## src/rtl/mem_stage_hs_if.sv

```systemverilog
// Data-memory request/acknowledge bus between the memory stage and data memory.
// The stage holds the request until the memory answers with a single-cycle ack.
interface mem_stage_hs_if #(
   parameter int REG_WIDTH  = 32,
   parameter int ADDR_WIDTH = 32
);
   localparam int BE_W = REG_WIDTH / 8;

   logic                  dmem_req;
   logic                  dmem_we;
   logic [ADDR_WIDTH-1:0] dmem_addr;
   logic [BE_W-1:0]       dmem_be;
   logic [REG_WIDTH-1:0]  dmem_wdata;
   logic                  dmem_ack;
   logic [REG_WIDTH-1:0]  dmem_rdata;

   modport master (
      output dmem_req, dmem_we, dmem_addr, dmem_be, dmem_wdata,
      input  dmem_ack, dmem_rdata
   );

   modport slave (
      input  dmem_req, dmem_we, dmem_addr, dmem_be, dmem_wdata,
      output dmem_ack, dmem_rdata
   );
endinterface

```

## src/rtl/mem_stage_hs.sv

```systemverilog
// Pipeline memory stage with a req/ack data-memory handshake: sub-word byte enables,
// load lane extraction with sign/zero extension, and trapping of misaligned accesses.
module mem_stage_hs #(
   parameter  int REG_WIDTH  = 32,
   parameter  int REG_BITS   = 5,
   parameter  int ADDR_WIDTH = 32,
   localparam int BE_W       = REG_WIDTH / 8
) (
   input  logic                 clk,
   input  logic                 rstn,
   input  logic                 in_valid,
   input  logic [REG_BITS-1:0]  in_rd,
   input  logic                 in_write_en,
   input  logic                 in_mem_read,
   input  logic                 in_mem_write,
   input  logic [1:0]           in_ls_type,
   input  logic                 in_load_unsigned,
   input  logic [1:0]           in_write_src_sel,
   input  logic [REG_WIDTH-1:0] in_alu_out,
   input  logic [REG_WIDTH-1:0] in_store_data,
   input  logic [REG_WIDTH-1:0] in_return_pc,
   output logic                 stall_o,
   mem_stage_hs_if.master       dmem,
   output logic                 wb_valid,
   output logic                 wb_write_en,
   output logic [REG_BITS-1:0]  wb_rd,
   output logic [REG_WIDTH-1:0] wb_alu_out,
   output logic [REG_WIDTH-1:0] wb_load_data,
   output logic [REG_WIDTH-1:0] wb_return_pc,
   output logic [1:0]           wb_write_src_sel,
   output logic                 wb_misalign
);

   localparam int OFF_W = $clog2(BE_W);

   typedef enum logic {
      IDLE,
      WAIT
   } state_t;

   state_t state, state_nxt;

   logic             memop;
   logic             aligned;
   logic             issue;
   logic             trap;
   logic [OFF_W-1:0] off;

   logic [BE_W-1:0]       be_base;
   logic [BE_W-1:0]       be_nxt;
   logic [REG_WIDTH-1:0]  wdata_nxt;
   logic [ADDR_WIDTH-1:0] addr_nxt;

   // Request registers: drive the bus unchanged for the whole WAIT period.
   logic                  r_we;
   logic [ADDR_WIDTH-1:0] r_addr;
   logic [BE_W-1:0]       r_be;
   logic [REG_WIDTH-1:0]  r_wdata;

   // Instruction fields captured at issue, released to WB on ack.
   logic [REG_BITS-1:0]   l_rd;
   logic                  l_write_en;
   logic [1:0]            l_ls_type;
   logic                  l_load_unsigned;
   logic [1:0]            l_write_src_sel;
   logic [REG_WIDTH-1:0]  l_alu_out;
   logic [REG_WIDTH-1:0]  l_return_pc;
   logic [OFF_W-1:0]      l_off;

   logic [REG_WIDTH-1:0]  shifted;
   logic [REG_WIDTH-1:0]  lane_mask;
   logic                  sign_bit;
   logic [REG_WIDTH-1:0]  load_data;

   assign memop = in_valid & (in_mem_read | in_mem_write);
   assign off   = in_alu_out[OFF_W-1:0];
   assign issue = memop & aligned;
   assign trap  = memop & ~aligned;

   always_comb begin
      // NOTE: every combinational output gets a default first so no path infers a latch.
      aligned = 1'b0;
      case (in_ls_type)
         2'b00:   aligned = 1'b1;
         2'b01:   aligned = ~off[0];
         2'b10:   aligned = (off[1:0] == 2'b00);
         default: aligned = (REG_WIDTH == 64) && (off == '0);
      endcase
   end

   always_comb begin
      be_base   = '0;
      wdata_nxt = in_store_data;
      case (in_ls_type)
         2'b00: begin
            be_base   = BE_W'(8'h01);
            wdata_nxt = {BE_W{in_store_data[7:0]}};
         end
         2'b01: begin
            be_base   = BE_W'(8'h03);
            wdata_nxt = {(BE_W/2){in_store_data[15:0]}};
         end
         2'b10: begin
            be_base   = BE_W'(8'h0F);
            wdata_nxt = {(BE_W/4){in_store_data[31:0]}};
         end
         default: begin
            be_base   = '1;
            wdata_nxt = in_store_data;
         end
      endcase
   end

   assign be_nxt   = be_base << off;
   assign addr_nxt = {in_alu_out[ADDR_WIDTH-1:OFF_W], {OFF_W{1'b0}}};

   always_comb begin
      state_nxt = state;
      stall_o   = 1'b0;
      case (state)
         IDLE: begin
            if (issue) begin
               state_nxt = WAIT;
               stall_o   = 1'b1;
            end
         end
         WAIT: begin
            stall_o = ~dmem.dmem_ack;
            if (dmem.dmem_ack) state_nxt = IDLE;
         end
         default: state_nxt = IDLE;
      endcase
      // Upstream must never see a stall while the core is held in reset.
      if (!rstn) stall_o = 1'b0;
   end

   always_ff @(posedge clk or negedge rstn) begin
      // NOTE: sequential state uses non-blocking assignments so every flop samples pre-edge values.
      if (!rstn) state <= IDLE;
      else       state <= state_nxt;
   end

   always_ff @(posedge clk or negedge rstn) begin
      if (!rstn) begin
         r_we            <= 1'b0;
         r_addr          <= '0;
         r_be            <= '0;
         r_wdata         <= '0;
         l_rd            <= '0;
         l_write_en      <= 1'b0;
         l_ls_type       <= 2'b00;
         l_load_unsigned <= 1'b0;
         l_write_src_sel <= 2'b00;
         l_alu_out       <= '0;
         l_return_pc     <= '0;
         l_off           <= '0;
      end else if (state == IDLE && issue) begin
         r_we            <= in_mem_write;
         r_addr          <= addr_nxt;
         r_be            <= be_nxt;
         r_wdata         <= wdata_nxt;
         l_rd            <= in_rd;
         l_write_en      <= in_write_en;
         l_ls_type       <= in_ls_type;
         l_load_unsigned <= in_load_unsigned;
         l_write_src_sel <= in_write_src_sel;
         l_alu_out       <= in_alu_out;
         l_return_pc     <= in_return_pc;
         l_off           <= off;
      end
   end

   assign dmem.dmem_req   = (state == WAIT);
   assign dmem.dmem_we    = r_we;
   assign dmem.dmem_addr  = r_addr;
   assign dmem.dmem_be    = r_be;
   assign dmem.dmem_wdata = r_wdata;

   // Sign extension ORs in ~lane_mask, which is zero for full-width loads.
   always_comb begin
      shifted   = dmem.dmem_rdata >> {l_off, 3'b000};
      lane_mask = '1;
      sign_bit  = 1'b0;
      case (l_ls_type)
         2'b00: begin
            lane_mask = REG_WIDTH'(8'hFF);
            sign_bit  = shifted[7];
         end
         2'b01: begin
            lane_mask = REG_WIDTH'(16'hFFFF);
            sign_bit  = shifted[15];
         end
         2'b10: begin
            lane_mask = REG_WIDTH'(32'hFFFF_FFFF);
            sign_bit  = shifted[31];
         end
         default: begin
            lane_mask = '1;
            sign_bit  = 1'b0;
         end
      endcase
      load_data = shifted & lane_mask;
      if (!l_load_unsigned && sign_bit) load_data = load_data | ~lane_mask;
   end

   always_ff @(posedge clk or negedge rstn) begin
      if (!rstn) begin
         wb_valid         <= 1'b0;
         wb_write_en      <= 1'b0;
         wb_rd            <= '0;
         wb_alu_out       <= '0;
         wb_load_data     <= '0;
         wb_return_pc     <= '0;
         wb_write_src_sel <= 2'b00;
         wb_misalign      <= 1'b0;
      end else begin
         case (state)
            IDLE: begin
               if (issue) begin
                  wb_valid <= 1'b0;
               end else begin
                  wb_valid         <= in_valid;
                  wb_write_en      <= in_write_en & ~trap;
                  wb_rd            <= in_rd;
                  wb_alu_out       <= in_alu_out;
                  wb_load_data     <= '0;
                  wb_return_pc     <= in_return_pc;
                  wb_write_src_sel <= in_write_src_sel;
                  wb_misalign      <= trap;
               end
            end
            WAIT: begin
               if (dmem.dmem_ack) begin
                  wb_valid         <= 1'b1;
                  wb_write_en      <= l_write_en;
                  wb_rd            <= l_rd;
                  wb_alu_out       <= l_alu_out;
                  wb_load_data     <= r_we ? '0 : load_data;
                  wb_return_pc     <= l_return_pc;
                  wb_write_src_sel <= l_write_src_sel;
                  wb_misalign      <= 1'b0;
               end else begin
                  wb_valid <= 1'b0;
               end
            end
            default: wb_valid <= 1'b0;
         endcase
      end
   end

endmodule

```

## src/flat_wrapper.sv

```systemverilog
// flat-port wrapper written by rule: the top's interface ports become plain ports
module mem_stage_hs_flat 
#(
   parameter  int REG_WIDTH  = 32,
   parameter  int REG_BITS   = 5,
   parameter  int ADDR_WIDTH = 32,
   localparam int BE_W       = REG_WIDTH / 8
)
  (clk, rstn, in_valid, in_rd, in_write_en, in_mem_read, in_mem_write, in_ls_type, in_load_unsigned, in_write_src_sel, in_alu_out, in_store_data, in_return_pc, stall_o, wb_valid, wb_write_en, wb_rd, wb_alu_out, wb_load_data, wb_return_pc, wb_write_src_sel, wb_misalign, dmem_dmem_req, dmem_dmem_we, dmem_dmem_addr, dmem_dmem_be, dmem_dmem_wdata, dmem_dmem_ack, dmem_dmem_rdata);
  mem_stage_hs_if #(.REG_WIDTH(REG_WIDTH), .ADDR_WIDTH(ADDR_WIDTH)) dmem_i ();
  input  logic clk;
  input  logic rstn;
  input  logic in_valid;
  input  logic [REG_BITS-1:0] in_rd;
  input  logic in_write_en;
  input  logic in_mem_read;
  input  logic in_mem_write;
  input  logic [1:0] in_ls_type;
  input  logic in_load_unsigned;
  input  logic [1:0] in_write_src_sel;
  input  logic [REG_WIDTH-1:0] in_alu_out;
  input  logic [REG_WIDTH-1:0] in_store_data;
  input  logic [REG_WIDTH-1:0] in_return_pc;
  output logic stall_o;
  output logic wb_valid;
  output logic wb_write_en;
  output logic [REG_BITS-1:0] wb_rd;
  output logic [REG_WIDTH-1:0] wb_alu_out;
  output logic [REG_WIDTH-1:0] wb_load_data;
  output logic [REG_WIDTH-1:0] wb_return_pc;
  output logic [1:0] wb_write_src_sel;
  output logic wb_misalign;
  output wire logic [$bits(dmem_i.dmem_req)-1:0] dmem_dmem_req;
  output wire logic [$bits(dmem_i.dmem_we)-1:0] dmem_dmem_we;
  output wire logic [$bits(dmem_i.dmem_addr)-1:0] dmem_dmem_addr;
  output wire logic [$bits(dmem_i.dmem_be)-1:0] dmem_dmem_be;
  output wire logic [$bits(dmem_i.dmem_wdata)-1:0] dmem_dmem_wdata;
  input wire logic [$bits(dmem_i.dmem_ack)-1:0] dmem_dmem_ack;
  input wire logic [$bits(dmem_i.dmem_rdata)-1:0] dmem_dmem_rdata;
  assign dmem_dmem_req = dmem_i.dmem_req;
  assign dmem_dmem_we = dmem_i.dmem_we;
  assign dmem_dmem_addr = dmem_i.dmem_addr;
  assign dmem_dmem_be = dmem_i.dmem_be;
  assign dmem_dmem_wdata = dmem_i.dmem_wdata;
  assign dmem_i.dmem_ack = dmem_dmem_ack;
  assign dmem_i.dmem_rdata = dmem_dmem_rdata;
  mem_stage_hs #(.REG_WIDTH(REG_WIDTH), .REG_BITS(REG_BITS), .ADDR_WIDTH(ADDR_WIDTH)) u_core (.clk(clk), .rstn(rstn), .in_valid(in_valid), .in_rd(in_rd), .in_write_en(in_write_en), .in_mem_read(in_mem_read), .in_mem_write(in_mem_write), .in_ls_type(in_ls_type), .in_load_unsigned(in_load_unsigned), .in_write_src_sel(in_write_src_sel), .in_alu_out(in_alu_out), .in_store_data(in_store_data), .in_return_pc(in_return_pc), .stall_o(stall_o), .dmem(dmem_i), .wb_valid(wb_valid), .wb_write_en(wb_write_en), .wb_rd(wb_rd), .wb_alu_out(wb_alu_out), .wb_load_data(wb_load_data), .wb_return_pc(wb_return_pc), .wb_write_src_sel(wb_write_src_sel), .wb_misalign(wb_misalign));
endmodule
```

## config.mk

```make
export PLATFORM = sky130hd
export DESIGN_NAME = mem_stage_hs_flat
export DESIGN_NICKNAME = d
export VERILOG_FILES = /design/src/rtl/mem_stage_hs_if.sv /design/src/rtl/mem_stage_hs.sv /design/src/flat_wrapper.sv
export SDC_FILE = /design/constraint.sdc
export NUM_CORES = 1
export LEC_CHECK = 0
export CAP_MARGIN = 25
export CORE_ASPECT_RATIO = 0.75
export CORE_UTILIZATION = 40
export CTS_BUF_LIST = sky130_fd_sc_hd__clkbuf_8
export DETAILED_ROUTE_END_ITERATION = 10
export PLACE_DENSITY_LB_ADDON = 0.08
export RECOVER_POWER = 50
export SLEW_MARGIN = 20
export SYNTH_ARGS = -nofsm -noshare
export SYNTH_HDL_FRONTEND = slang
export SYNTH_SLANG_ARGS = --single-unit
```

## constraint.sdc

```tcl
create_clock -name clk -period 2.7 [get_ports clk]
set_clock_uncertainty 0.2 [all_clocks]
set_input_delay 0.54 -clock clk [delete_from_list [all_inputs] [get_ports clk]]
set_output_delay 0.54 -clock clk [all_outputs]
set_load 0.005 [all_outputs]
```

==> PnR_summary.wiki <==
{| class="wikitable"
! Metric !! Value
|-
| Run status || finished clean
|-
| Headroom to the max-slew limit || 15.3%
|-
| Register clock-pin slew on the reported worst setup and hold paths || 0.05 ns
|-
| Combinational family with the most area after synthesis || compound AO/OA/AOI/OAI gates
|-
| Met2 WL || between 10 and 15 mm
|-
| Total half-perimeter wirelength after legalization and detailed placement || between 15 and 20 mm
|-
| Worst VDD drop || around 0.37 mV
|-
| Quantity of I/O buffers inserted on ports || approximately 320
|-
| Row count || a little under 50
|-
| Maximum number of pins on one net before global-route repair || 137
|-
| Global-route usage over all layers || 22.6%
|-
| Leak || 6.40 nW
|-
| Share of synthesized registers carrying an async set or reset || between 90% and 100%
|-
| Number of flops mapped to enable cells by yosys || 0
|-
| Share of the synthesized area in compound gates (AO/OA/AOI/OAI) || 14.0%
|-
| Type of element launching the critical path || primary input
|-
| Cell with the most instances after synthesis || nand2_1
|-
| Time the final worst path needs with I/O delays and setup || roughly 2.6 ns
|-
| Sequential cell area fraction in the yosys report || 54.5%
|-
| Endpoint type of the worst setup path || output pin
|-
| Final wirelength || about 29 mm
|-
| Adder-cell share of the synthesized area || 0%
|-
| First-pass GRT wire length || 45.7 mm
|-
| Mux share of post-synthesis cell area || 12.3%
|-
| Number of global-route vias before repair || 8,180
|-
| Proportion of netlist area held by the largest area contributor || 54.5%
|-
| Clock Sink Count || 219
|-
| CP max FO || 2
|-
| Die height || approximately 140 um
|-
| Layout cells sized above 1 || 7.88%
|-
| Share of the synthesized netlist area taken by xor and xnor gates || 0.174%
|-
| Tightest Pin Transition || 1.27 ns
|-
| Synth Instances || approximately 1,000
|-
| RSZ-0062 raised after global routing || false
|-
| Post-synthesis share of cell area spent on and, or, nand and nor gates || 12.9%
|-
| Syn_area_per_cell || 9.87 um^2
|-
| Top-Level Pins || 322
|-
| Area Overhead vs Synth || 41.3%
|-
| Clock tree from TritonCTS || done
|-
| Maximum clock path buffer count || 3
|-
| Initial core utilization || 41.3%
|-
| Hold Vio Cnt, Final || 0
|-
| GRT Residual Overflow || 0
|-
| Pins Over Slew Limit || 0
|-
| Leading post-synthesis cells by instance count || nand2_1, dfrtp_1, o21ai_0, mux2i_1, buf_4
|-
| Biggest area contributors in the synthesized netlist || dfrtp_1, nand2_1, mux2i_1
|-
| Via-to-Cell Ratio || between 4 and 5
|-
| Antenna-violating nets left || 0
|-
| Path type of the worst setup path || in -> out
|-
| Sum of met3 wire segment lengths after detailed routing || 2.81 mm
|-
| Cell taking the most area after synthesis || dfrtp_1
|-
| Fmax || 0.382 GHz
|-
| Clock latency on the worst-skew pair || 0.51 ns
|-
| Setup bufs post-CTS || 0
|-
| Iteration-0 DRC Markers || 454
|-
| Clock buffer count from CTS || 39
|-
| Count of endpoints failing setup in the final report || 0
|-
| Cell at the root of the clock tree || clkbuf_8
|-
| DRC Markers || 0
|-
| Cell variety after synth || 39
|-
| Nets@finish || roughly 1,500
|-
| Antenna violations before repair || 2
|-
| Level count of the clock H-tree || 2
|-
| Post-detailed-route wirelength per cell || 17.4 um
|-
| Die footprint || 25,800 um^2
|-
| Global placer's final weighted congestion || about 0.8
|-
| CORE AREA || between 20,000 and 25,000 um^2
|-
| Routed vias || 8,310
|-
| Chip width || 185 um
|-
| Path type of the worst min-delay path || reg -> reg
|-
| Flip-flop and latch count after synthesis || 219
|-
| Power per unit of standard cell area || a little over 700 nW/um^2
|-
| Top routing layer in use || met4
|-
| Area of the mapped netlist || 10,100 um^2
|-
| First drt pass iteration count || 5
|-
| Worst path arrival time || 1.88 ns
|-
| Final hold slack || 0.272 ns
|-
| Most used DFF post-synth || dfrtp_1
|-
| Synth warnings || 0
|-
| Layout filler cell count || around 2,100
|-
| Maximum Capacitance Violations || 0
|-
| Utilization after layout || just under 60%
|-
| Worst Path Required || 1.96 ns
|-
| Wire length the detailed router placed on met1 || approximately 13 mm
|-
| Period utilization || 97.0%
|}
## flip-flops by register name, indices dropped and copies added, names as in the netlist, 2 cells and up
register,cells
u_core.wb_return_pc,32
u_core.dmem.dmem_wdata,32
u_core.l_return_pc,32
u_core.wb_load_data,32
u_core.wb_rd,5
u_core.l_alu_out,30
u_core.l_write_src_sel,2
u_core.wb_alu_out,32
u_core.l_rd,5
u_core.dmem.dmem_be,4
u_core.l_ls_type,2
u_core.wb_write_src_sel,2
## metrics by stage
stage / total power (W) / TNS [ns] / cell area [um^2] / cells / setup WS [ns]
after floorplan: 0.00566 / 0 / 10100 / 1020 / 0.350
after global placement: 0.00728 / -16.71 / 13500 / 1597 / -0.329
after detailed placement: 0.00732 / -19.45 / 13500 / 1597 / -0.337
after CTS: 0.0105 / 0 / 14300 / 1664 / 0.0578
after global routing: 0.0109 / 0 / 14200 / 1665 / 0.0139
final: 0.0103 / 0 / 14200 / 1666 / 0.0814
## path summary, 6_finish.rpt
path                                                             start                                     end  slack (ns)  depth (start not counted)
worst max-delay path                                     in_alu_out[1]                                 stall_o        0.08                          6
worst max register to register          u_core.dmem.dmem_req$_DFF_PN0_      u_core.wb_return_pc[8]$_DFFE_PN0P_        0.23                          7
worst min-delay path            u_core.dmem.dmem_wdata[10]$_DFFE_PN0P_  u_core.dmem.dmem_wdata[10]$_DFFE_PN0P_        0.27                          2
worst min register to register  u_core.dmem.dmem_wdata[10]$_DFFE_PN0P_  u_core.dmem.dmem_wdata[10]$_DFFE_PN0P_        0.27                          2
max in group asynchronous                                         rstn          u_core.dmem.dmem_req$_DFF_PN0_        0.65                          3
min in group asynchronous                                         rstn     u_core.wb_load_data[17]$_DFFE_PN0P_        0.68                          3
## per-layer routing
layer  vias up  GRT usage [%]
li1       4026              -
met1      3963           32.0
met2       287           32.8
met3        34           8.22
met4         0           5.13
met5         -              0
## worst max-delay path: stages
cell	delay, ns
clkdlybuf4s50_1	0.52
nor3_4	0.07
o211ai_4	0.21
o21ai_4	0.09
and2_1	0.15
dlygate4sd2_1	0.29
## where the power goes
group	switching (W)	internal [W]	leakage, nW	total, W
logic	0.00122	0.00162	3.20	0.00284
registers	0.000430	0.00397	2.75	0.00440
clock network	0.00131	0.00174	0.448	0.00305
total	0.00296	0.00733	6.40	0.0103
## cells by family (layout without fill, tap and decap cells)
family	count (synthesis)	count (layout)
flops	219	219
buf+inv	108	421
xor+xnor	2	2
other cells	1	4
simple gates	329	329
compound gates	239	239
mux	121	121
## cell type report
| class | instances | area [um^2] | share of cell area (%) |
|---|---|---|---|
| Tap cell | 331 | 414 | 2.91 |
| Antenna cell | 2 | 5.00 | 0.0352 |
| Sequential cell | 219 | 5480 | 38.6 |
| Clock inverter | 15 | 82.6 | 0.581 |
| Inverter | 1 | 3.75 | 0.0264 |
| Multi-Input combinational cell | 693 | 3990 | 28.1 |
| Timing Repair Buffer | 355 | 3550 | 25.0 |
| Clock buffer | 50 | 688 | 4.84 |
## layout by cell type (no fill, tap or decap), drive strengths merged, types with 2 or more instances in the layout
cell,instances
a21oi,9
a221o,25
a22o,8
and3,2
and3b,2
buf,26
clkbuf,59
clkdlybuf4s50,315
conb,2
dfrtp,219
diode,2
dlygate4sd2,3
inv,15
mux2,9
mux2i,111
nand2,300
nand2b,2
nor2,15
nor2b,2
nor3,3
o21a,2
o21ai,188
o31ai,2
xnor2,2
## repair_timing
action                                  4_1_cts  5_1_grt
hold endpoints to repair                     83        0
gates resized for setup                       6        0
hold buffers                                  1        0
endpoints found under the setup margin        2        0
(Power assumes the default switching activity.)
